<file path="config.mk">
export PLATFORM = sky130hd
export DESIGN_NAME = clkdiv_arbiter
export DESIGN_NICKNAME = d
export VERILOG_FILES = /design/src/rtl/clkdiv_arbiter.sv
export SDC_FILE = /design/constraint.sdc
export NUM_CORES = 1
export LEC_CHECK = 0
export CAP_MARGIN = 0
export CORE_AREA = 2 2 48 83
export CTS_CLUSTER_DIAMETER = 80
export CTS_CLUSTER_SIZE = 16
export DETAILED_ROUTE_END_ITERATION = 10
export DIE_AREA = 0 0 50 85
export PLACE_DENSITY = 0.76
export SLEW_MARGIN = 40
export SYNTH_ARGS = -nofsm -noshare
export SYNTH_HDL_FRONTEND = slang
export SYNTH_SLANG_ARGS = --single-unit
</file>
<file path="constraint.sdc">
create_clock -name clki -period 4.8 [get_ports clki]
set_input_delay 0.96 -clock clki [delete_from_list [all_inputs] [get_ports clki]]
set_output_delay 0.96 -clock clki [all_outputs]
set_load 0.02 [all_outputs]
</file>
<file path="src/rtl/clkdiv_arbiter.sv">
// Two-requester round-robin arbiter that grants a run of PULSES clko periods at
// the winner's divide ratio. Define CLKDIV_ARB_ABORT_EN to let the owner abort a run.
module clkdiv_arbiter #(
    parameter int DIV_W  = 8,
    parameter int PULSES = 4
) (
    input  logic             clki,
    input  logic             rst,
    input  logic             req0,
    input  logic             req1,
    input  logic [DIV_W-1:0] div0,
    input  logic [DIV_W-1:0] div1,
    output logic             gnt0,
    output logic             gnt1,
    output logic             busy,
    output logic             done,
    output logic             clko
);

    localparam int TOG_W = $clog2(2 * PULSES + 1);
    localparam logic [TOG_W-1:0] TOG_LAST = TOG_W'(2 * PULSES - 1);

    typedef enum logic [1:0] {
        IDLE,
        RUN,
        DONE
    } state_t;

    state_t           state_q, state_d;
    logic [DIV_W-1:0] cnt_q, cnt_d;
    logic [DIV_W-1:0] ratio_q, ratio_d;
    logic [TOG_W-1:0] tog_q, tog_d;
    logic             clko_q, clko_d;
    logic             gnt0_q, gnt0_d;
    logic             gnt1_q, gnt1_d;
    // last_q = 1 means requester 1 was granted last; it also names the current owner.
    logic             last_q, last_d;

    logic             pick1;
    logic [DIV_W-1:0] sel_div;

    assign pick1   = req1 & (~req0 | ~last_q);
    assign sel_div = pick1 ? div1 : div0;

`ifdef CLKDIV_ARB_ABORT_EN
    logic owner_req;
    assign owner_req = last_q ? req1 : req0;
`endif

    always_ff @(posedge clki or posedge rst) begin
        // NOTE: sequential state is updated with non-blocking assignments only,
        // so every register samples the pre-edge values of the others.
        if (rst) begin
            state_q <= IDLE;
            cnt_q   <= '0;
            ratio_q <= '0;
            tog_q   <= '0;
            clko_q  <= 1'b0;
            gnt0_q  <= 1'b0;
            gnt1_q  <= 1'b0;
            last_q  <= 1'b1;
        end else begin
            state_q <= state_d;
            cnt_q   <= cnt_d;
            ratio_q <= ratio_d;
            tog_q   <= tog_d;
            clko_q  <= clko_d;
            gnt0_q  <= gnt0_d;
            gnt1_q  <= gnt1_d;
            last_q  <= last_d;
        end
    end

    always_comb begin
        // NOTE: every next-state signal is given a default before the case, so no
        // path through this block can leave one unassigned and infer a latch.
        state_d = state_q;
        cnt_d   = cnt_q;
        ratio_d = ratio_q;
        tog_d   = tog_q;
        clko_d  = clko_q;
        last_d  = last_q;
        gnt0_d  = 1'b0;
        gnt1_d  = 1'b0;

        case (state_q)
            IDLE: begin
                clko_d = 1'b0;
                if (req0 | req1) begin
                    state_d = RUN;
                    gnt0_d  = ~pick1;
                    gnt1_d  = pick1;
                    last_d  = pick1;
                    ratio_d = (sel_div == '0) ? DIV_W'(1) : sel_div;
                    cnt_d   = '0;
                    tog_d   = '0;
                end
            end

            RUN: begin
                if (cnt_q == ratio_q - DIV_W'(1)) begin
                    cnt_d  = '0;
                    clko_d = ~clko_q;
                    tog_d  = tog_q + TOG_W'(1);
                    if (tog_q == TOG_LAST) begin
                        state_d = DONE;
                    end
                end else begin
                    cnt_d = cnt_q + DIV_W'(1);
                end
`ifdef CLKDIV_ARB_ABORT_EN
                if (!owner_req) begin
                    clko_d  = 1'b0;
                    state_d = DONE;
                end
`endif
            end

            DONE: begin
                state_d = IDLE;
                clko_d  = 1'b0;
                cnt_d   = '0;
                tog_d   = '0;
            end

            default: begin
                state_d = IDLE;
                clko_d  = 1'b0;
            end
        endcase
    end

    assign gnt0 = gnt0_q;
    assign gnt1 = gnt1_q;
    assign clko = clko_q;
    assign busy = (state_q != IDLE);
    assign done = (state_q == DONE);

endmodule

</file>
==> out/summary.txt, run 1 <==
Status - finished clean
TritonCTS Buffers - 3
CP arrival - 2.83 ns
Worst path required time - 4.97 ns
Global Route Usage Sum - 19.1%
Post-synth top flop - dfrtp_1
Peak Freq - 375 MHz
First-pass GRT wire length - 6340 um
Resize count post-CTS - 0
Port bufs - 24
Initial core utilization - 42.5%
Worst-path cell chain - inv_1, ha_1, or3b_1, nor3_1, xnor2_1, a2111oi_4, nand4b_1, a21o_1
Final period utilization - 55.5%
Largest net degree at the start of global routing - 27
H-tree depth - 1
Drt drc - 0
Post-CTS setup buffer count - 0
Hold Crit Class - reg2reg
Fin crit period - 2.66 ns
Worst-Skew Late Latency - 0.28 ns
Fin. Hold Viols - 0
Die X-Extent - 50 um
CTS tree - built
Avg Inst Size Synth - 9.61 um^2
CTS max path bufs - 2
RSZ-0062 raised after global routing - false
Max-cap viol count - 0
Post-layout util - 51.8%
Final wirelength - 3640 um
Synth cell types - 44
Setup_tns - 0 ns
Clk sinks - 26
Vias in the first global route - 1,395
Grt ovf - 0
Top Ports - 25
Synth top area share - 41.0%
P_leak - 0.000771 uW
First DRT Iteration DRCs - 21
Hold_buf cts - 0
Core ar. - 0.00359 mm^2
Mapped Cells - 159
Full die area - 0.00425 mm^2
RD Place Congestion - 0.879
Worst Skew - 0.00912 ns
Yosys reg bits - 26
# diodes - 0
Root Buffer - clkbuf_8
Routed Antenna Nets - 0
Peak supply drop - 0.000344 V
Post-synth EDFFs - 0
Finish-stage setup viols - 0
Dpl hpwl - 2880 um
Startpoint types - flip-flop
Slowest-stage cell, CP - a2111oi_4
DRT Pass-1 Iters - 4
CP bufs+invs - 1
Via density - 5.70
Slew margin rel. - 58.2%
Rows - 29
DR vias - 1,305
Async SR Flop Fraction - 100%
Synthesized net count - 182
Most area-consuming cells after synthesis - dfrtp_1 (41%), nor2_1 (5.7%), mux2i_1 (4.6%)
Final Slew Violations - 0
Pwr per Cell Area - 386 mW/mm^2
Share of cells above drive strength 1 - 7.10%
Worst-path fanout max - 9
Endpoint class of the critical path - flip-flop
Initial antenna violation count - 0
Synthesized area - 0.00153 mm^2
Slowest stage delay, CP - 0.64 ns
Worst path top cell family by delay - compound AO/OA/AOI/OAI gates
CP Class - reg2reg
Slew @ Worst Pin - 0.627 ns
Yosys top cell by area - dfrtp_1
Synth warn - 0
Layout net count - 207
Die height - 85 um
Area Overhead vs Synth - 21.9%
Part of the Yosys area used for sequential elements - 42.7%
Routed wire per std cell - 15.9 um
Clock slew at reported path FFs - 0.08 ns
[registers in the layout, summed over array words and instances, names as in the netlist]
signal,cells
last_q,1
state_q,2
gnt0,1
clko,1
tog_q,4
cnt_q,8
gnt1,1
ratio_q,8
[synth_stat cells (all sizes together) (3+ instances only)]
cell and number:
inv 6, dfrtp 25, a21oi 12, nor3 4, nand2b 3, nor4 3
xnor2 6, ha 3, nor2b 3, xor2 8, a21o 4, mux2i 7
o21ai 3, clkbuf 5, nand2 5, nand3 8, nor2 23
[metal layers]
metal | global-route usage (%) | share of wire (%)
met5 | 0 | 0
met1 | 20.3 | 36
met4 | 8.33 | 2.0
met2 | 37.1 | 61
met3 | 1.06 | 0.88
[metrics by stage]
step | hold WS, ns | std cells | power [uW] | area (um^2) | worst slack [ns]
after CTS | 0.537 | 229 | 722 | 1860 | 2.12
after detailed placement | 0.524 | 225 | 595 | 1820 | 2.03
final | 0.536 | 229 | 719 | 1860 | 2.14
after floorplan | 0.503 | 159 | 519 | 1530 | 2.46
after global placement | 0.516 | 225 | 578 | 1810 | 2.15
after global routing | 0.567 | 229 | 770 | 1860 | 1.98
[layout make-up]
class                   count  area, um^2
repair buffers             25         248
inverters                   6        22.5
multi-input cells         122         837
clock buffers               4        45.0
flip-flops and latches     26         652
fillers                   327        1730
well taps                  46        57.6
[worst register-to-register path, stage by stage, from the launching register on]
cell	delay, ns
dfrtp_1	0.43
inv_1	0.10
ha_1	0.21
or3b_1	0.37
nor3_1	0.19
xnor2_1	0.15
a2111oi_4	0.64
nand4b_1	0.24
a21o_1	0.22
[path summary, 6_finish.rpt]
path                            slack [ns]          to  depth (start not counted)       start
worst min register to register        0.54      last_q                          2      last_q
worst max register to register        2.14  state_q[0]                          8  ratio_q[0]
worst max-delay path                  2.14  state_q[0]                          8  ratio_q[0]
min in group asynchronous             1.05    tog_q[1]                          2         rst
worst min-delay path                  0.54      last_q                          2      last_q
max in group asynchronous             3.38  ratio_q[4]                          2         rst
[cell families (layout without fill, tap and decap cells)]
logic type / Yosys count / in the layout / share of synthesized area, %
flip-flops: 26 / 26 / 42.7
XOR/XNOR: 14 / 14 / 8.03
AO/OA/AOI/OAI: 35 / 35 / 17.6
adder cells (fa/ha/maj): 3 / 3 / 2.46
AND/OR/NAND/NOR: 63 / 63 / 22.0
multiplexers: 7 / 7 / 4.59
buffers and inverters: 11 / 35 / 2.70
[layout by cell type (no fill, tap or decap), types with 4 or more instances in the layout]
master and n:
dfrtp_1 25, clkdlybuf4s50_1 24, xnor2_1 6, nand2_1 5, nor2_1 22, nor3_1 4
mux2i_1 7, a21oi_1 11, nand3_1 8, inv_1 5, a21o_1 4, xor2_1 8
[where the power goes]
group	internal, uW	switching, uW
clock	59.5	69.4
sequential	273	76.2
combinational	122	119
Note: power is estimated with default switching activity, not from simulation.
==> run 2: changes to the inputs <==
==> constraint.sdc (replaced) <==
create_clock -name clki -period 2.61 [get_ports clki]
set_input_delay 0.522 -clock clki [delete_from_list [all_inputs] [get_ports clki]]
set_output_delay 0.522 -clock clki [all_outputs]
set_load 0.02 [all_outputs]
==> out/summary.txt, run 2 (synthesis results as in run 1) <==
RSZ-0062 raised after global routing - false
Hold_buf cts - 0
Largest net degree at the start of global routing - 27
Clock slew at reported path FFs - 0.08 ns
Dpl hpwl - 2750 um
Layout net count - 210
Fin crit period - 2.49 ns
TritonCTS Buffers - 3
Peak supply drop - 0.000411 V
Worst-Skew Late Latency - 0.27 ns
Levels on crit path - 6
Resize count post-CTS - 0
Initial antenna violation count - 0
Die height - 85 um
Reg2reg path depth - 6
Final period utilization - 95.3%
Core ar. - 0.00359 mm^2
Clk sinks - 26
Worst-path fanout max - 4
Crit path from - ratio_q[1]
CP endpoint - tog_q[3]
Max-cap viol count - 0
Port bufs - 24
Fin cells - 232
Pre-CTS WS - 0.129 ns
Via density - 5.48
Pwr per Cell Area - 714 mW/mm^2
RD Place Congestion - 0.887
Final wirelength - 3430 um
Die X-Extent - 50 um
Worst Skew - 0.00376 ns
CTS max path bufs - 2
CP Class - reg2reg
Reg2reg end - tog_q[3]
CP arrival - 2.65 ns
Drt drc - 0
Rows - 29
Min-delay src - last_q
Area Overhead vs Synth - 24.2%
H-tree depth - 1
Peak Freq - 402 MHz
Slew margin rel. - 71.9%
First-pass GRT wire length - 5860 um
DR vias - 1,271
Initial core utilization - 42.5%
Worst path required time - 2.77 ns
P_leak - 0.000795 uW
Status - finished clean
DRT Pass-1 Iters - 4
Global Route Usage Sum - 17.5%
Slowest-stage cell, CP - or4_4
Hold Crit Class - reg2reg
Slew @ Worst Pin - 0.421 ns
Placed cells - 228
Share of cells above drive strength 1 - 8.60%
Worst path top cell family by delay - simple AND/OR/NAND/NOR gates
Commonest non-fill, non-tap cell in the layout - dfrtp_1
Final Slew Violations - 0
Biggest regs - cnt_q: 8 flops, ratio_q: 8 flops, tog_q: 4 flops
Power Total - 1350 uW
Post-CTS setup buffer count - 0
Root Buffer - clkbuf_8
Slowest stage delay, CP - 0.56 ns
PnR worst setup slack - 0.122 ns
Startpoint types - flip-flop
Register-to-register setup slack - 0.12 ns
Fin. Hold Viols - 0
Endpoint class of the critical path - flip-flop
Routed Antenna Nets - 0
Setup_tns - 0 ns
CTS tree - built
Most frequent cells in the layout - dfrtp_1 (25), clkdlybuf4s50_1 (24), nor2_1 (23)
Top Ports - 25
Vias in the first global route - 1,334
Worst-path cell chain - or4_4, and4bb_1, a311oi_2, a2111o_1, or2_0, a31o_2
Grt ovf - 0
FF-to-FF Start - ratio_q[1]
# diodes - 0
CP bufs+invs - 0
Routed wire per std cell - 14.8 um
Full die area - 0.00425 mm^2
First DRT Iteration DRCs - 23
Finish-stage setup viols - 0
==> run 2: cell types whose count changed in the layout (fill, tap and decap cells not counted) <==
cell      previous run  this run
nor2_1              22        23
buf_4                1         4
clkbuf_8             3         4
nor2_2               1         0
inv_2                1         0
nor3_1               4         3
clkbuf_1             1         0
inv_1                5         6
nor3_2               0         1
==> run 2: report_power, final <==
group | total [uW] | switching (uW) | internal [uW]
clock | 255 | 121 | 135
sequential | 647 | 146 | 501
combinational | 452 | 223 | 229
==> run 2: through the flow <==
stage                     utilization [%]  cell area, um^2  hold slack, ns
after floorplan                         -             1530           0.503
after global placement               51.1             1840           0.510
after detailed placement             51.1             1840           0.525
after CTS                            52.7             1890           0.529
after global routing                 52.8             1900           0.558
final                                52.8             1900           0.530
==> run 2: worst min path at each step <==
stage | end | slack (ns) | depth (start not counted)
3_3_place_gp | last_q | 0.51 | 2
2_1_floorplan | last_q | 0.50 | 2
4_1_cts | last_q | 0.53 | 2
6_report | last_q | 0.53 | 2
3_5_place_dp | last_q | 0.52 | 1
5_1_grt | last_q | 0.56 | 1
==> run 2: layer usage <==
metal	part of all wire, %	global-route usage (%)	wire (um)
met5	0	0	0
met4	1.2	7.07	42
met3	0.96	1.06	33
met2	59	32.8	2010
met1	39	19.9	1340
==> run 2: tightest hold or removal path: stages (launching register included) <==
cell and delay, ns:
dfstp_2 0.38, a21oi_1 0.10, a31oi_1 0.05
==> run 2: area by class of cell <==
cell class / count / area [um^2]
fillers: 318 / 1700
clock buffers: 4 / 55.1
well taps: 46 / 57.6
repair buffers: 28 / 270
multi-input cells: 122 / 840
flip-flops and latches: 26 / 652
inverters: 6 / 22.5
==> run 3: changes to the inputs <==
--- a/config.mk
+++ b/config.mk
@@ -6,12 +6,14 @@
 export NUM_CORES = 1
 export LEC_CHECK = 0
 export CAP_MARGIN = 0
-export CORE_AREA = 2 2 48 83
+export CELL_PAD_IN_SITES_DETAIL_PLACEMENT = 0
+export CELL_PAD_IN_SITES_GLOBAL_PLACEMENT = 1
+export CORE_AREA = 2 2 50 87
 export CTS_CLUSTER_DIAMETER = 80
 export CTS_CLUSTER_SIZE = 16
 export DETAILED_ROUTE_END_ITERATION = 10
-export DIE_AREA = 0 0 50 85
-export PLACE_DENSITY = 0.76
+export DIE_AREA = 0 0 52 89
+export PLACE_DENSITY = 0.86
 export SLEW_MARGIN = 40
 export SYNTH_ARGS = -nofsm -noshare
 export SYNTH_HDL_FRONTEND = slang
==> out/summary.txt, run 3 (synthesis results as in run 1) <==
Final period utilization - 94.8%
Hold_buf cts - 0
Fillers - 354
Largest net degree at the start of global routing - 27
Worst Skew - 0.00754 ns
Commonest non-fill, non-tap cell in the layout - dfrtp_1
Dpl hpwl - 2790 um
Register-to-register setup slack - 0.13 ns
CP Class - reg2reg
Top Ports - 25
Peak Freq - 404 MHz
Hold Crit Class - reg2reg
RD Place Congestion - 0.846
First-pass GRT wire length - 5910 um
Share of cells above drive strength 1 - 9.09%
Core ar. - 0.00387 mm^2
Die X-Extent - 52 um
Worst path required time - 2.78 ns
Pwr per Cell Area - 745 mW/mm^2
Setup_tns - 0 ns
Final wirelength - 3600 um
Post-CTS setup buffer count - 0
Status - finished clean
Initial antenna violation count - 0
# diodes - 0
DRT Pass-1 Iters - 4
Most frequent cells in the layout - dfrtp_1 (25), clkdlybuf4s50_1 (24), nor2_1 (23)
Biggest regs - cnt_q: 8 flops, ratio_q: 8 flops, tog_q: 4 flops
Slew @ Worst Pin - 0.433 ns
Vias in the first global route - 1,302
Routed wire per std cell - 15.3 um
Area Overhead vs Synth - 25.9%
Endpoint class of the critical path - flip-flop
H-tree depth - 1
FF-to-FF Start - ratio_q[1]
Power Total - 1430 uW
DR vias - 1,294
Grt ovf - 0
Startpoint types - flip-flop
Slew margin rel. - 71.1%
CP arrival - 2.65 ns
Initial core utilization - 39.5%
Drt drc - 0
Die height - 89 um
Max-cap viol count - 0
CTS max path bufs - 2
Min-delay src - last_q
Worst-Skew Late Latency - 0.27 ns
CTS tree - built
P_leak - 0.000806 uW
Via density - 5.51
Peak supply drop - 0.000416 V
Port bufs - 24
Global Route Usage Sum - 17.0%
Fin crit period - 2.48 ns
Clk sinks - 26
Root Buffer - clkbuf_8
Full die area - 0.00463 mm^2
RSZ-0062 raised after global routing - false
Final Slew Violations - 0
Post-layout util - 49.7%
Worst-path fanout max - 4
Rows - 30
Finish-stage setup viols - 0
Layout net count - 211
Crit path from - ratio_q[1]
TritonCTS Buffers - 3
Fin. Hold Viols - 0
First DRT Iteration DRCs - 16
Routed Antenna Nets - 0
Clock slew at reported path FFs - 0.09 ns
run 3: worst paths after layout:
kind,cells after the start,to
min in group asynchronous,3,state_q[0]
max in group asynchronous,3,last_q
hold / removal,1,last_q
hold reg to reg,1,last_q
setup reg to reg,6,tog_q[3]
setup / recovery,6,tog_q[3]
run 3: what timing repair did:
| item | CTS | global route |
|---|---|---|
| endpoints found under the hold margin | 0 | 0 |
| resized for setup | 0 | 1 |
| setup endpoints to repair | 0 | 8 |
run 3: area by class of cell:
| class | instances | area (um^2) | share of cell area, % |
|---|---|---|---|
| clock buffer | 3 | 41.3 | 2.15 |
| clock inverter | 1 | 30.0 | 1.56 |
| inverter | 6 | 22.5 | 1.17 |
| multi-input combinational | 122 | 840 | 43.7 |
| sequential | 26 | 652 | 33.9 |
| tap | 48 | 60.1 | 3.12 |
| timing repair buffer | 29 | 278 | 14.4 |
run 3: report_power, final:
part           switching (uW)  total (uW)  internal [uW]
registers                 138         639            501
logic                     225         459            233
clock network             131         336            205
total                     493        1430            940
run 3: critical path: stages, from the launching register on:
cell      delay, ns
dfrtp_1        0.42
or4_4          0.57
and4bb_1       0.31
a311oi_2       0.07
a2111o_1       0.51
or2_0          0.25
a31o_2         0.24
run 3: through the flow:
| step | setup WS (ns) | cells | hold slack (ns) | area, um^2 |
|---|---|---|---|---|
| 2_1_floorplan | 0.270 | 159 | 0.503 | 1530 |
| 3_3_place_gp | 0.200 | 231 | 0.510 | 1850 |
| 3_5_place_dp | 0.142 | 231 | 0.527 | 1850 |
| 4_1_cts | 0.110 | 235 | 0.549 | 1920 |
| 5_1_grt | 0.000865 | 235 | 0.573 | 1920 |
| 6_report | 0.135 | 235 | 0.542 | 1920 |
run 3: layer usage:
| metal | GRT usage [%] | vias up | share of wire [%] |
|---|---|---|---|
| li1 | - | 629 | - |
| met1 | 20.1 | 649 | 39 |
| met2 | 30.7 | 9 | 58 |
| met3 | 2.51 | 7 | 1.2 |
| met4 | 5.74 | 0 | 1.9 |
| met5 | 0 | - | 0 |
==> variant (settings of run 1) <==
`DIV_W`: 8 -> 12.
--- a/src/rtl/clkdiv_arbiter.sv
+++ b/src/rtl/clkdiv_arbiter.sv
@@ -1,7 +1,7 @@
 // Two-requester round-robin arbiter that grants a run of PULSES clko periods at
 // the winner's divide ratio. Define CLKDIV_ARB_ABORT_EN to let the owner abort a run.
 module clkdiv_arbiter #(
-    parameter int DIV_W  = 8,
+    parameter int DIV_W  = 12,
     parameter int PULSES = 4
 ) (
     input  logic             clki,
Interface: changed (resized div0 and div1); port bits go from 25 to 33. No check against the original RTL was run, so the function may have changed too.
==> variant against run 1 <==
Die area unchanged. Synthesized area up 41%. Core utilization up 20 points. Design area up 39%. Total power up 46%. Clock skew down 0.0066 ns. Worst setup slack worse by 0.58 ns. Hold slack worse by 0.016 ns. Sequential power up 31%. First-iteration DRC count up 48%. Sequential cell count up 8. Clock power up 72%. Wire length up 42%. Largest cell class unchanged. Highest routed layer unchanged.
==> variant: results (changes against run 1) <==
metric,value,unit,change
relSlewSlack,0.502,,-0.0796
yosys-top-cells-area,"dfrtp_1, mux2i_1, xor2_1",,
worstHoldStart,ratio_q[11],,
synth.net_count,265,,+46%
ys_seq_area_frac,0.396,,-0.0305
wl_met1,1920,um,+45%
synth.distinct_cells,48,,+9.1%
reg2reg_from,ratio_q[0],,
rrSetupSlack,1.55,ns,-0.58 ns
arrival,3.42,ns,+0.59 ns
routed_wl,5140,um,+42%
stdcell_count,313,,+37%
max_stage_delay,0.71,ns,+0.07 ns
endpoint,cnt_q[10],,
clock-root-buffer,clkbuf_8,,
top_regs,"cnt_q: 12 flops, ratio_q: 12 flops, tog_q: 4 flops",,
ir_drop,0.317,mV,-7.7%
reg2regPathDepth,9,,+1
grt_max_degree,26,,-3.7%
cp_slowest_cell,nor4_4,,
synth_compound_area_frac,0.188,,+0.0124
grt_pass1_wl,8750,um,+38%
drtIter0Drc,31,,+48%
h-tree-depth,2,,+1
wl_met3,97,um,+200%
dr_wl_met2,3020,um,+37%
finalClockSkew,0.00253,ns,-0.00659 ns
final_layout_size_suffix_gt1_frac,0.0749,,+0.00387
port_buffers,32,,+33%
whs,0.520,ns,-0.0158 ns
dp.cells,305,,+36%
cts_buffers,5,,+2
finish.net_count,297,,+43%
grt_use_met3,0.0440,,+0.0335
min_delay_worst_endpoint,ratio_q[11],,
gp_congestion,0.813,,-7.5%
crit_family,simple AND/OR/NAND/NOR gates,,
dpl_worst_slack,1.55,ns,-0.484 ns
drtPass1Iterations,4,,unchanged
max_freq,308,MHz,-18%
synthAdderAreaFrac,0.0221,,-0.00246
status,"complete, no violations",,
place_area,2500,um^2,+37%
dpl.hpwl,4020,um,+40%
synth_xor_area_frac,0.0774,,-0.00289
crit_fanout,16,,+7
grtUsageMet1,0.268,,+0.0647
p_leak,1.12,nW,+45%
diodes,0,,unchanged
switching_power,0.000397,W,+50%
vias,1854,,+42%
avgSynthCellArea,9.19,um^2,-4.3%
gr-usage-met2,0.536,,+0.165
synth_commonest_cells,"dfrtp_1, nand2_1, o21ai_0",,
synthMuxAreaShare,0.0512,,+0.00533
track_usage,0.273,,+0.0819
==> variant: cell count changes after synthesis, moves of 3 or more <==
cell,delta
nor2_1,-8
dfrtp_1,+8
xor2_1,+3
and2_1,+4
o21ai_0,+13
nand2_1,+19
a21o_1,+3
a211oi_1,+3
nor3_1,+3
mux2i_1,+4
a31oi_1,+3
nor4_1,+6
==> variant: final cells by class <==
| cell class | instances | area [um^2] |
|---|---|---|
| multi-input cells | 182 | 1210 |
| fillers | 278 | 1000 |
| flip-flops and latches | 34 | 852 |
| repair buffers | 35 | 343 |
| clock buffers | 6 | 82.6 |
| well taps | 46 | 57.6 |
| inverters | 8 | 30.0 |
| clock inverters | 2 | 12.5 |
==> variant: power by group through the flow <==
stage               sequential, W  combinational (W)  clock [W]
CTS                      0.000456           0.000369   0.000225
global route             0.000469           0.000414   0.000235
global placement         0.000461           0.000356          0
floorplan                0.000420           0.000298          0
finish                   0.000458           0.000365   0.000222
detailed placement       0.000462           0.000366          0
